### src/rtl/traffic_timer.sv
// traffic_timer: programmable base/extended/yellow second intervals, 1 s tick divider and countdown with expiry pulse.
// Define TIMER_READBACK_EN to add the tp_rd slot readback output.
module traffic_timer #(
  parameter int         TICK_DIV   = 10,
  parameter logic [3:0] T_BASE_DEF = 4'd6,
  parameter logic [3:0] T_EXT_DEF  = 4'd3,
  parameter logic [3:0] T_YEL_DEF  = 4'd2
) (
  input  logic       clk,
  input  logic       reset,
  input  logic       reprogram,
  input  logic [1:0] tp_sel,
  input  logic [3:0] t_val,
  input  logic [1:0] interval,
  input  logic       start_timer,
  output logic       expired,
  output logic       tick,
  output logic [3:0] remaining
`ifdef TIMER_READBACK_EN
  ,
  output logic [3:0] tp_rd
`endif
);
  localparam int DW = $clog2(TICK_DIV);
  typedef enum logic {IDLE, COUNT} state_t;
  state_t state_q, state_d;
  logic [DW-1:0] div_q, div_d;
  logic [3:0] base_q, base_d, ext_q, ext_d, yel_q, yel_d, rem_q, rem_d, load_val;
  logic tick_q, tick_d, exp_q, exp_d, wrap, start_ok, clr;
  always_ff @(posedge clk or posedge reset) begin
    if (reset) begin
      state_q <= IDLE;
      div_q   <= '0;
      base_q  <= T_BASE_DEF;
      ext_q   <= T_EXT_DEF;
      yel_q   <= T_YEL_DEF;
      rem_q   <= 4'd0;
      tick_q  <= 1'b0;
      exp_q   <= 1'b0;
    end else begin
      state_q <= state_d;
      div_q   <= div_d;
      base_q  <= base_d;
      ext_q   <= ext_d;
      yel_q   <= yel_d;
      rem_q   <= rem_d;
      tick_q  <= tick_d;
      exp_q   <= exp_d;
    end
  end
  always_comb begin
    wrap     = div_q == DW'(TICK_DIV - 1);
    start_ok = start_timer && !reprogram;
    clr      = reprogram || start_ok;
    // a clearing edge restarts the second, so any tick due on it is dropped
    div_d    = (clr || wrap) ? '0 : div_q + DW'(1);
    tick_d   = wrap && !clr;
    base_d   = (reprogram && tp_sel == 2'b00) ? ((t_val == 4'd0) ? T_BASE_DEF : t_val) : base_q;
    ext_d    = (reprogram && tp_sel == 2'b01) ? ((t_val == 4'd0) ? T_EXT_DEF : t_val) : ext_q;
    yel_d    = (reprogram && tp_sel == 2'b10) ? ((t_val == 4'd0) ? T_YEL_DEF : t_val) : yel_q;
    load_val = (interval == 2'b01) ? ext_q : (interval == 2'b10) ? yel_q : base_q;
    state_d  = state_q;
    rem_d    = rem_q;
    exp_d    = 1'b0;
    if (reprogram) begin
      state_d = IDLE;
      rem_d   = 4'd0;
    end else if (start_timer) begin
      state_d = COUNT;
      rem_d   = load_val;
    end else if (state_q == COUNT && wrap) begin
      if (rem_q > 4'd1) begin
        rem_d = rem_q - 4'd1;
      end else begin
        rem_d   = 4'd0;
        exp_d   = 1'b1;
        state_d = IDLE;
      end
    end
  end
  assign expired   = exp_q;
  assign tick      = tick_q;
  assign remaining = rem_q;
`ifdef TIMER_READBACK_EN
  assign tp_rd = (tp_sel == 2'b00) ? base_q : (tp_sel == 2'b01) ? ext_q : (tp_sel == 2'b10) ? yel_q : 4'd0;
`endif
endmodule

### config.mk
export PLATFORM = sky130hd
export DESIGN_NAME = traffic_timer
export DESIGN_NICKNAME = d
export VERILOG_FILES = /design/src/rtl/traffic_timer.sv
export SDC_FILE = /design/constraint.sdc
export NUM_CORES = 1
export LEC_CHECK = 0
export CAP_MARGIN = 25
export CORE_MARGIN = 3
export CORE_UTILIZATION = 25
export DETAILED_ROUTE_END_ITERATION = 7
export GPL_TIMING_DRIVEN = 0
export MAX_ROUTING_LAYER = met4
export RECOVER_POWER = 25
export SLEW_MARGIN = 20
export SYNTH_ARGS = -nofsm -noshare
export SYNTH_HDL_FRONTEND = slang
export SYNTH_SLANG_ARGS = --single-unit
### constraint.sdc
create_clock -name clk -period 1.5 [get_ports clk]
set_input_delay 0.15 -clock clk [delete_from_list [all_inputs] [get_ports clk]]
set_output_delay 0.15 -clock clk [all_outputs]
set_load 0.01 [all_outputs]
Word-level counts from Yosys, hierarchy flattened --
Index checks and enable logic that the tools add are counted.
Storage, ports and cells: flip-flop bits (word level) 23, latch bits 0, bits in writable memories 0, memory bits (read-only) 0, input port bits 12, output and inout port bits 6, word-level logic and storage cells 49, memories 0
Operators by class: add/sub/neg operators 2, $mul 0, div/mod/pow operators 0, $lt $le $gt $ge 1, equality and inequality tests 6, shifts and indexed selects 0, muxes and demuxes 18, bitwise gates (word level) 0, reductions and logical operators 14
Operators with widths (count):
- $mux W4 | 10
- $mux W1 | 8
- $logic_and A1 B1 Y1 | 6
- $add A4 B1 Y4 const B | 1
- $eq A2 B1 Y1 const B | 2
- $eq A2 B2 Y1 const B | 2
- $eq A4 B4 Y1 const B | 1
- $gt A4 B1 Y1 const B | 1
- $logic_not A4 Y1 | 1
- $sub A4 B1 Y4 const B | 1
- $ne A3 B3 Y1 const B | 1
- $reduce_bool A3 Y1 | 1
- $logic_not A1 Y1 | 2
- $logic_not A2 Y1 | 1
- $logic_or A1 B1 Y1 | 2
- $reduce_and A2 Y1 | 1

Depth between registers and ports, before layout --
depth after elaboration 5, depth in mapped cells 6, mapped depth without buffers 6

Worst setup path before layout --
OpenSTA, ideal clock, no wires.
kind register -> register, from register rem_q[0], in the netlist remaining[0], to register rem_q[3], in the netlist remaining[3], library setup time 0.121 ns, arrival 1.407 ns, data required time 1.379 ns, setup slack -0.028 ns, cell stages (with the launch flop) 7, path buffers 0, period minus slack after synthesis 1.528 ns, path through dfrtp_1 > inv_1 > ha_1 > nor2_1 > o31ai_1 > o21ai_0 > a22o_1
On the way: longest elaborated chain between the ends 5, elaborated cells between the ends (all ways) 6, those cells by class 1 x add/sub; 1 x order compare; 4 x mux
Ends and longest elaborated chain:
- start: declaration | line 28 | logic [3:0] base_q, base_d, ext_q, ext_d, yel_q, yel_d, rem_q, rem_d, load_val;
- start signal: assignment | line 46 | rem_q <= rem_d;
- $sub A4 B1 Y4 / $gt A4 B1 Y1 (equally long branches) | line 73, 72
- $mux W4 * | line 72 | if (rem_q > 4'd1) begin
- $mux W4 * | line 71 | end else if (state_q == COUNT && wrap) begin
- $mux W4 * | line 68 | end else if (start_timer) begin
- $mux W4 * | line 65 | if (reprogram) begin
Mark *: on every way between the ends. The rest lies on a longest branch, timed or not. The select of a mux whose other input is x is not followed. A chain may end at the register's enable or synchronous reset.

Worst setup path after layout --
from register rem_q[0], in the netlist remaining[0], to register state_q
On the way: longest elaborated chain between the ends 3
Ends and longest elaborated chain:
- $gt A4 B1 Y1 | line 72
- $ne A3 B3 Y1 (no line)
- $reduce_and A2 Y1 (no line)
- end signal: assignment | line 41 | state_q <= state_d;
- end: declaration | line 26 | state_t state_q, state_d;
Every way passes these cells.

==> results.txt <==
ys async rst share: 100%
DRT Wirelength: 2.58 mm
wire length on met2: 1.31 mm
Core ar.: 4500 um2
Critical path origin: remaining[0]$_DFFE_PP0P_
Layout Nets: 157
DR WL/cell: 13.4 um
Detailed Routing Iterations Pass 1: 4
FF-to-FF path depth: 6
Final Max Slew Viols: 0
Worst R2R End: state_q$_DFFE_PP0P_
Synth Instances: 112
Top Metal Used: met4
slack of the worst reg-to-reg path: -0.02 ns
layout cells sized above 1: 32.1%
Clock transition at path regs: 0.08 ns
IO buf count: 16
initial antenna violation count: 0
Critical Path Start Type: register
max_cap viols: 0
# diodes: 0
crit end category: register
worst slew pin tran: 0.853 ns
routability congestion estimate from global placement: 0.828
number of global-route vias before repair: 988
drt via density: 4.81
die footprint: 5690 um2
Place WS: -0.208 ns
largest net degree at the start of global routing: 24
sequential-to-total area share from yosys stat: 48.3%
status: complete, but fails checks
reg2reg start: remaining[0]$_DFFE_PP0P_
H-tree depth: 1
initial cell density of the core: 26.8%
number of CTS-inserted buffers: 3
routed wl met3: 113 um
HP Class: in -> reg
CP required: 1.66 ns
TritonCTS clock tree: yes
Cell variety after synth: 33
Final Hold Viols: 0
drc violations: 0
Worst Setup EP: state_q$_DFFE_PP0P_
failing checks: setup timing
synth warn: 0
GRT overflow: 0
LEAKAGE: 0.000669 uW
Synth top area share: 37.4%
Yosys reg bits: 23
top_reg_cell synth: dfrtp_1
crit-path max FO: 4
clock buffer depth: 2
Die Y: 75.4 um
die width: 75.4 um
PD cells: 975 nW/um2
io pins: 18
CP Class: reg -> reg
Final Worst Setup Slack: -0.0166 ns
CP Cell Sequence: inv_2 -> ha_4 -> nor2_4 -> or4_4 -> a21oi_2 -> nor2_1
CP max-delay cell: or4_4
hold_buf cts: 0
post-route ant nets: 0
number of flops mapped to enable cells by yosys: 0
row cnt: 24
HPWL Detailed: 1.91 mm
clock sink count: 23
Crit path arrival time: 1.68 ns
final worst path period need: 1.52 ns
clock latency on the worst-skew pair: 0.26 ns
GRT Total Usage: 10.7%
area leader, netlist: dfrtp_1
DR vias: 923
initial DRC count: 64
M1 wire length: 1.11 mm
synthesized cell area: 1200 um2
list of most frequent post-synthesis cells: 18 x dfrtp_1, 12 x nor2_1, 9 x o21ai_0, 8 x mux2_2
skew final: 0.00124 ns
Final TNS setup: -0.0166 ns
Slew HR: 43.1%
first-pass GRT wire length: 4.51 mm
worst vdd ir: 0.313 mV
Root Driver: clkbuf_8
# setup viols final: 1
Fmax: 659 MHz
Layout area overhead: 33.1%
Synth area leaders: dfrtp_1 37%, dfstp_2 11%, mux2_2 7.5%
crit-path max cell delay: 0.49 ns
RSZ-0062 raised after global routing: true
period utilization: 101%
smallest hold slack: 0.336 ns
count leader, synth: dfrtp_1
net count after synthesis: 128
mean post-synth cell area: 10.8 um2
power breakdown:
part | internal, uW | switching [uW] | total [uW] | leakage (uW)
logic | 219 | 179 | 398 | 0.000369
clock network | 190 | 195 | 385 | 0.0000228
registers | 718 | 63.5 | 782 | 0.000278
total | 1130 | 438 | 1560 | 0.000669
metrics by stage:
| step | instance area (um2) | std cells | power, uW | util (%) |
|---|---|---|---|---|
| detailed placement | 1440 | 180 | 1100 | 31.9 |
| global route | 1600 | 192 | 1670 | 35.6 |
| CTS | 1570 | 191 | 1550 | 34.9 |
| floorplan | 1210 | 112 | 970 | - |
| global placement | 1440 | 180 | 1080 | 31.9 |
| finish | 1600 | 192 | 1560 | 35.6 |
worst min path at each step:
stage	from	endpoint	slack (ns)	cells after the start
after floorplan	reset	base_q[0]$_DFFE_PP0P_	0.15	1
after global placement	ext_q[1]$_DFFE_PP1P_	ext_q[1]$_DFFE_PP1P_	0.47	2
after detailed placement	ext_q[0]$_DFFE_PP1P_	ext_q[0]$_DFFE_PP1P_	0.47	2
after CTS	interval[0]	remaining[2]$_DFFE_PP0P_	0.34	3
after global routing	interval[0]	remaining[1]$_DFFE_PP0P_	0.36	3
final	interval[0]	remaining[1]$_DFFE_PP0P_	0.34	3
flip-flops by register name (all words and copies together) (netlist names):
register	cells
ext_q	4
div_q	4
state_q	1
remaining	4
yel_q	4
tick	1
expired	1
base_q	4
layout make-up:
class / count / area (um2)
fillers: 442 / 2900
plain buffers: 3 / 27.5
clock buffers: 4 / 45.0
well taps: 52 / 65.1
flip-flops and latches: 23 / 586
repair buffers: 24 / 220
multi-input cells: 80 / 638
inverters: 6 / 22.5
layout by cell type, fill, tap and decap left out, drive strengths merged, types with 4 or more instances in the layout:
master / instances
clkbuf: 4
nand2: 5
o21ai: 9
nor2: 12
mux2: 8
dfstp: 5
clkdlybuf4s50: 15
ha: 4
dfrtp: 18
buf: 11
nor3: 6
inv: 6
metal layers:
metal / up-vias / global-route usage [%]
met4: 0 / 4.08
li1: 455 / -
met3: 4 / 2.11
met1: 443 / 12.8
met2: 21 / 17.7
met5: - / -
logic make-up (layout without fill, tap and decap cells):
kind of cell	count (synthesis)	in the layout	synth area share, %
XOR/XNOR	3	3	2.18
AO/OA/AOI/OAI	25	25	13.5
AND/OR/NAND/NOR	37	37	17.8
adder cells (fa/ha/maj)	4	4	4.15
buffers and inverters	9	37	4.15
multiplexers	11	11	9.97
flip-flops	23	23	48.3
critical path: cells and delay by family (launching register included):
| family | cells | cell delay [ns] |
|---|---|---|
| AND/OR/NAND/NOR | 3 | 0.58 |
| flip-flops | 1 | 0.45 |
| adder cells (fa/ha/maj) | 1 | 0.15 |
| AO/OA/AOI/OAI | 1 | 0.14 |
| buffers and inverters | 1 | 0.09 |
what timing repair did:
item | in CTS | in global routing
gates resized for setup | 17 | 7
pin swaps | 4 | 2
setup buffers | 7 | 1
setup endpoints to repair | 6 | 7
Note: power is estimated with default switching activity, not from simulation.
